`src/rtl/bcd_pkg.sv`:
```
// Shared types and constants for the binary-to-BCD converter.
// Digits use 4'hF as the code for a blank display position.
package bcd_pkg;

    typedef enum logic [1:0] {
        OCIOSO,
        CONVERTE,
        FIXA
    } estado_t;

    localparam int LARGURA_DIGITO = 4;
    localparam logic [LARGURA_DIGITO-1:0] DIGITO_APAGADO = 4'hF;
    localparam int VALOR_MAXIMO = 9999;

    // Blank digits 3..1 while they and every digit above them are zero.
    function automatic logic [15:0] apaga_zeros(input logic [15:0] bcd);
        logic [15:0] resultado;
        logic        lider;
        resultado = bcd;
        lider     = 1'b1;
        for (int k = 3; k >= 1; k--) begin
            if (lider && (bcd[k*LARGURA_DIGITO +: LARGURA_DIGITO] == 4'h0)) begin
                resultado[k*LARGURA_DIGITO +: LARGURA_DIGITO] = DIGITO_APAGADO;
            end else begin
                lider = 1'b0;
            end
        end
        return resultado;
    endfunction

endpackage

```
`src/rtl/conversor_bcd_soma3.sv`:
```
// Per-digit double-dabble correction: digits of 5 or more get 3 added.
// The add stays inside the digit; there is no carry to the next one.
module soma3
    import bcd_pkg::*;
(
    input  logic [LARGURA_DIGITO-1:0] entrada,
    output logic [LARGURA_DIGITO-1:0] saida
);

    assign saida = (entrada >= 4'd5) ? entrada + 4'd3 : entrada;

endmodule

```
`src/rtl/conversor_bcd.sv`:
```
// Sequential binary-to-BCD converter that loads the four-digit display register.
// One input bit is consumed per clock using shift-and-add-3.
//
// state    | meaning
// ---------+----------------------------------------------------------
// OCIOSO   | idle, pronto high, captures entrada when valido is high
// CONVERTE | one add-3 and shift iteration per edge, LARGURA in total
// FIXA     | loads registrador (overflow/blanking applied), pulses concluido
module conversor_bcd
    import bcd_pkg::*;
#(
    parameter int LARGURA       = 14,
    parameter bit SUPRIME_ZEROS = 1'b0
) (
    input  logic               clock,
    input  logic               reset,
    input  logic [LARGURA-1:0] entrada,
    input  logic               valido,
    output logic               pronto,
    output logic [15:0]        registrador,
    output logic               concluido
);

    localparam int CW = $clog2(LARGURA);

    estado_t            estado;
    estado_t            proximo;
    logic [CW-1:0]      contador;
    logic [LARGURA-1:0] desloc;
    logic [15:0]        acumulador;
    logic [15:0]        corrigido;
    logic               excesso;

    for (genvar d = 0; d < 4; d++) begin : g_soma3
        soma3 u_soma3 (
            .entrada (acumulador[d*LARGURA_DIGITO +: LARGURA_DIGITO]),
            .saida   (corrigido[d*LARGURA_DIGITO +: LARGURA_DIGITO])
        );
    end

    always_ff @(posedge clock) begin
        if (reset) begin
            estado <= OCIOSO;
        end else begin
            estado <= proximo;
        end
    end

    always_comb begin
        proximo = estado;
        pronto  = 1'b0;
        case (estado)
            OCIOSO: begin
                pronto = 1'b1;
                if (valido) begin
                    proximo = CONVERTE;
                end
            end
            CONVERTE: begin
                if (contador == '0) begin
                    proximo = FIXA;
                end
            end
            FIXA:    proximo = OCIOSO;
            default: proximo = OCIOSO;
        endcase
    end

    always_ff @(posedge clock) begin
        if (reset) begin
            contador    <= '0;
            excesso     <= 1'b0;
            desloc      <= '0;
            acumulador  <= '0;
            registrador <= '0;
            concluido   <= 1'b0;
        end else begin
            concluido <= 1'b0;
            case (estado)
                OCIOSO: begin
                    if (valido) begin
                        desloc     <= entrada;
                        acumulador <= '0;
                        contador   <= CW'(LARGURA - 1);
                        excesso    <= ({{(32-LARGURA){1'b0}}, entrada} > 32'(VALOR_MAXIMO));
                    end
                end
                CONVERTE: begin
                    {acumulador, desloc} <= {corrigido, desloc} << 1;
                    if (contador != '0) begin
                        contador <= contador - 1'b1;
                    end
                end
                FIXA: begin
                    if (excesso) begin
                        registrador <= {4{DIGITO_APAGADO}};
                    end else if (SUPRIME_ZEROS) begin
                        registrador <= apaga_zeros(acumulador);
                    end else begin
                        registrador <= acumulador;
                    end
                    concluido <= 1'b1;
                end
                default: ;
            endcase
        end
    end

endmodule

```
`config.mk`:
```
export PLATFORM = sky130hd
export DESIGN_NAME = conversor_bcd
export DESIGN_NICKNAME = d
export VERILOG_FILES = /design/src/rtl/bcd_pkg.sv /design/src/rtl/conversor_bcd_soma3.sv /design/src/rtl/conversor_bcd.sv
export SDC_FILE = /design/constraint.sdc
export NUM_CORES = 1
export LEC_CHECK = 0
export CAP_MARGIN = 20
export CORE_MARGIN = 5
export CORE_UTILIZATION = 40
export CTS_CLUSTER_SIZE = 25
export DETAILED_ROUTE_END_ITERATION = 8
export HOLD_SLACK_MARGIN = 0.05
export PLACE_DENSITY = 0.66
export SLEW_MARGIN = 20
export SYNTH_ARGS = -nofsm -noshare
export SYNTH_HDL_FRONTEND = slang
export SYNTH_SLANG_ARGS = --single-unit
```
`constraint.sdc`:
```
create_clock -name clock -period 2.1 [get_ports clock]
set_input_delay 0.42 -clock clock [delete_from_list [all_inputs] [get_ports clock]]
set_output_delay 0.42 -clock clock [all_outputs]
set_load 0.005 [all_outputs]
```
# After elaboration in Yosys (flattened, before gate mapping)
# Index checks and enable logic that the tools add are counted.
[totals] inputBits=17 reg_bits=54
[classes] n_mux=17 n_reduce_logical=8 addsub=5 eq_ne=5 magnitude_cmp=5
[ops] op="16-bit two-way mux" n=2
[ops] op="16-bit case mux with 2 select lines" n=1
[ops] op="14-bit case mux with 2 select lines" n=1
[ops] op="4-bit two-way mux" n=5
[ops] op="4-bit by 3-bit greater-or-equal comparator with 1-bit output (second input constant)" n=4
[ops] op="14-bit greater-than comparator (second input constant)" n=1
[ops] op="14-bit two-way mux" n=1
[ops] op="4-bit by 2-bit adder with 4-bit output (second input constant)" n=3
[ops] op="4-bit case mux with 2 select lines" n=1
[ops] op="2-bit inequality test (second input constant)" n=3
[ops] op="2-bit AND reduction" n=3
[ops] op="4-bit logical NOT" n=1
[ops] op="2-bit two-way mux" n=2
[ops] op="2-bit case mux with 2 select lines" n=1
[ops] op="4-bit nonzero test" n=1
[ops] op="4-bit by 1-bit subtractor with 4-bit output (second input constant)" n=1
[ops] op="3-bit by 2-bit adder with 3-bit output (second input constant)" n=1
[ops] op="3-bit two-way mux" n=1
[ops] op="3-bit AND reduction" n=1
[ops] op="2-bit by 1-bit equality test with 1-bit output (second input constant)" n=1
[ops] op="2-bit equality test (second input constant)" n=1
[ops] op="2-bit logical NOT" n=1
[ops] op="1-bit two-way mux" n=2
[ops] op="2-bit nonzero test" n=1

# Depth between registers and ports, before layout
[logic_depth] depth_word=3 depth_mapped=7 ltp_nobuf=6

# Hierarchy
# From an unflattened synthesis, not the netlist that was laid out.
[hier_totals] hier_cells=294 hier_area_um2=2531.2
[by_module_without_submodules] mod="conversor_bcd" seq_area_each_um2=1081.0 area_per_inst_um2=2125.8 cells_each=230 n_inst=1
[by_module_without_submodules] mod="soma3" seq_area_each_um2=0.0 area_per_inst_um2=101.3 cells_each=16 n_inst=4

# Least setup slack after synthesis
# Ideal clock, no wire load.
[synth_timing] path_kind="register to register" from="reg acumulador[1]" to="reg acumulador[2]" slack_ns=0.749 setup_ns=0.117 arrival_ns=1.234 path_stages_with_launch=7 path_cell_list="dfxtp_1 inv_1 ha_1 nand2b_1 a21oi_1 mux2i_1 a22o_1"
[synth_via] elab_chain_cells=3 word_cells_on_any_way=4 cone_classes="add/sub: 1; order compare: 1; mux: 2"
[synth_lines] element="from (decl)" line_no="conversor_bcd.sv:30" source="logic [15:0] acumulador;"
[synth_lines] element="from (signal assigned)" line_no="conversor_bcd.sv:89" source="{acumulador, desloc} <= {corrigido, desloc} << 1;"
[synth_lines] element="4-bit by 2-bit adder with 4-bit output or 4-bit by 3-bit greater-or-equal comparator with 1-bit output (tied branches)" line_no="conversor_bcd_soma3.sv:10" source="assign saida = (entrada >= 4'd5) ? entrada + 4'd3 : entrada;"
[synth_lines] element="4-bit two-way mux (*)" line_no="conversor_bcd_soma3.sv:10"
[synth_lines] element="16-bit case mux with 2 select lines (*)" line_no="conversor_bcd.sv:79" source="case (estado)"
# Mark *: on every way between the ends. The rest lies on a longest branch, timed or not.
# A chain may end at the register's enable or synchronous reset.

# Final worst setup path
[layout_timing] from="reg estado[0]" to="out pronto"
[layout_via] elab_chain_cells=2
[layout_lines] element="from (decl)" line_no="conversor_bcd.sv:26" source="estado_t estado;"
[layout_lines] element="from (signal assigned)" line_no="conversor_bcd.sv:45" source="estado <= proximo;"
[layout_lines] element="2-bit logical NOT" line_no="conversor_bcd.sv:52" source="case (estado)"
[layout_lines] element="1-bit two-way mux" line_no="conversor_bcd.sv:52"
[layout_lines] element="to (decl)" line_no="conversor_bcd.sv:19" source="output logic pronto,"
# No other way between the ends.

==> summary.md <==
| Metric | Value |
|---|---|
| Minimum clock period | `1.81 ns` |
| Unrepaired setup endpoints after global routing | `no` |
| Die W | `87.8 um` |
| Post-cts repair resize count | `0` |
| Asr flop ratio synth | `0%` |
| Port buffer count | `34` |
| Sw Ratio | `26.1%` |
| DR WL/cell | `12.9 um` |
| Routed vias | `2026` |
| Vias in the first global route | `1905` |
| CP arrival | `1.39 ns` |
| Register area share after synthesis | `44.6%` |
| DRT Wirelength | `5060 um` |
| Routed Antenna Nets | `0` |
| Root Driver | `clkbuf_8` |
| Slew headroom | `47.0%` |
| Register bit total from synthesis | `54` |
| Largest net degree at the start of global routing | `34` |
| Final HPWL DP | `3650 um` |
| Gate Count Post-Synth | `286` |
| Critical path class | `reg2out` |
| Period utilisation layout | `86.0%` |
| Vias/cell | `5.16` |
| Setup TNS Final | `0 ns` |
| Worst skew pair latency | `0.31 ns` |
| Maximum VDD drop | `0.000330 V` |
| Longest Clk Path Bufs | `2` |
| Htree depth | `2` |
| GRT Total Usage | `14.4%` |
| Most used DFF post-synth | `dfxtp_1` |
| Clock power share | `31.5%` |
| Clk_skew | `0.00903 ns` |
| Hold_sp | `desloc[1]` |
| Die area | `7710 um^2` |
| Power Dens Cells | `740 nW/um^2` |
| Antenna violations before repair | `0` |
| Number of flops mapped to enable cells by yosys | `0` |
| Die H | `87.8 um` |
| Area of the mapped netlist | `2420 um^2` |
| Fraction of layout cells with a size suffix above 1 | `6.60%` |
| CTS clk-pin slew, worst paths | `0.09 ns` |
| DRC violations left | `0` |
| Fmax | `554 MHz` |
| DRT iter0 DRCs | `82` |
| Row Count | `28` |
| Hold Crit Class | `reg2reg` |
| Final-report hold violation count | `0` |
| Yosys warning count | `0` |
| Initial Utilization | `40.9%` |
| Slew @ Worst Pin | `0.793 ns` |
| Number of diodes | `0` |
| Leakage | `0.00108 uW` |
| Core box area | `5920 um^2` |
| Crit. End Element | `output port` |
| Avg Cell Area, Syn | `8.47 um^2` |
| Sequential share of power | `52.3%` |
| CTS Hold Buffers Added | `0` |
| Max-Cap Viols | `0` |
| Combinational share of power | `16.1%` |
| Reg2Reg Capture Point | `acumulador[4]` |
| R2R Setup Slk | `0.56 ns` |
| Endpoints failing setup | `0` |
| CTS tree | `built` |
| CP max FO | `9` |
| Internal power component | `1610 uW` |
| CTS Sinks | `54` |
| Layout Nets | `343` |
| Switch Pwr | `567 uW` |
| CP Launch Point | `estado[0]` |
| Final Power | `2180 uW` |
| Netlist cell types | `31` |
| Area Growth Syn to Fin | `21.3%` |
| Syn_nets | `312` |
| Slew Limit Fails | `0` |
| FF-to-FF path depth | `3` |
| Status | `finished, final reports clean` |
| Post-CTS Setup Inserts | `0` |
| Worst R2R Start | `estado[0]` |
| Startpoint types | `register` |
| Req. time, crit path | `1.68 ns` |
| Total global routing overflow | `0` |
| GPL Wtd Cong | `0.710` |
| IO Pins | `35` |
| Critical path endpoint | `pronto` |
| First-pass GRT wire length | `8820 um` |
| TritonCTS Buffers | `5` |
| Drt pass-1 iters | `4` |
==> per-layer routing <==
layer / GRT usage [%] / part of all wire [%]
met1: 18.2 / 49
met2: 23.8 / 46
met3: 3.10 / 3.0
met4: 5.86 / 1.5
met5: 0 / 0
==> power groups by stage <==
stage	Sequential, uW	Clock [uW]	Combinational (uW)
6_report	1140	686	351
5_1_grt	1150	742	396
4_1_cts	1140	706	356
3_5_place_dp	1160	0	354
3_3_place_gp	1160	0	349
2_1_floorplan	1150	0	237
==> metrics by stage <==
step	worst slack [ns]	instances	area, um^2	util, %	hold slack, ns
floorplan	0.749	286	2420	-	0.450
global placement	0.158	385	2830	47.8	0.463
detailed placement	0.125	385	2830	47.8	0.471
CTS	0.269	393	2940	49.6	0.483
global route	0.186	393	2940	49.6	0.512
finish	0.294	393	2940	49.6	0.480
==> cells in the final DEF, fill, tap and decap left out <==
| cell | netlist | routed |
|---|---|---|
| a211oi_1 | 17 | 17 |
| a21o_1 | 1 | 1 |
| a21oi_1 | 14 | 14 |
| a22o_1 | 11 | 11 |
| a22oi_1 | 2 | 2 |
| a311oi_1 | 14 | 14 |
| and2_1 | 2 | 2 |
| buf_4 | 4 | 10 |
| bufinv_16 | 0 | 1 |
| clkbuf_8 | 0 | 5 |
| clkdlybuf4s50_1 | 0 | 34 |
| clkinv_2 | 0 | 2 |
| dfxtp_1 | 54 | 54 |
| ha_1 | 9 | 9 |
| inv_1 | 11 | 11 |
| mux2i_1 | 4 | 4 |
| nand2_1 | 24 | 24 |
| nand2b_1 | 7 | 7 |
| nand3_1 | 5 | 5 |
| nand4b_1 | 1 | 1 |
| nor2_1 | 58 | 58 |
| nor2_2 | 1 | 1 |
| nor2b_1 | 3 | 2 |
| nor2b_2 | 0 | 1 |
| nor3_1 | 7 | 7 |
| nor3b_1 | 1 | 1 |
| nor4_1 | 1 | 1 |
| o21ai_0 | 9 | 9 |
| o21bai_1 | 1 | 1 |
| o221a_2 | 1 | 1 |
| or2b_1 | 1 | 1 |
| xnor2_1 | 4 | 4 |
| xor2_1 | 3 | 3 |
==> registers in the layout, summed over array words and instances, names as in the netlist <==
| register | count |
|---|---|
| registrador | 16 |
| desloc | 14 |
| contador | 4 |
| acumulador | 16 |
| estado | 2 |
| excesso | 1 |
| concluido | 1 |
==> worst max-delay path: stages (launching register included) <==
cell             delay (ns)
dfxtp_1                0.41
nor2_1                 0.16
clkdlybuf4s50_1        0.51
==> logic make-up (layout without fill, tap and decap cells) <==
| logic type | Yosys count | count (layout) | synth area share (%) |
|---|---|---|---|
| buffers and inverters | 31 | 63 | 5.99 |
| AOI/OAI and AO/OA | 70 | 70 | 20.8 |
| DFF | 54 | 54 | 44.6 |
| adders and majority gates | 9 | 9 | 4.65 |
| muxes | 4 | 4 | 1.65 |
| and+or+nand+nor | 111 | 111 | 19.8 |
| xor gates and xnor gates | 7 | 7 | 2.53 |
==> area by class of cell <==
type | count | area, um^2
sequential | 54 | 1080
inverter | 11 | 41.3
clock buffer | 5 | 68.8
fill | 587 | 2980
tap | 75 | 93.8
timing repair buffer | 44 | 415
clock inverter | 3 | 40.0
multi-input combinational | 201 | 1200
==> worst min path at each step <==
stage / endpoint / cells after the start
3_5_place_dp: desloc[2] / 2
2_1_floorplan: contador[3] / 1
4_1_cts: desloc[2] / 2
6_report: desloc[2] / 2
5_1_grt: desloc[1] / 2
3_3_place_gp: desloc[5] / 2
==> synthesized netlist by cell type, types with 5 or more instances <==
master | number | area [um^2]
inv_1 | 11 | 41.3
nand3_1 | 5 | 25.0
a21oi_1 | 14 | 70.1
a211oi_1 | 17 | 128
nor3_1 | 7 | 35.0
buf_2 | 5 | 25.0
o21ai_0 | 9 | 45.0
a311oi_1 | 14 | 123
a22o_1 | 11 | 96.3
dfxtp_1 | 54 | 1080
nor2_1 | 58 | 218
nand2b_1 | 7 | 43.8
clkbuf_1 | 10 | 37.5
nand2_1 | 24 | 90.1
ha_1 | 9 | 113
Power figures use the tool's default switching activity.
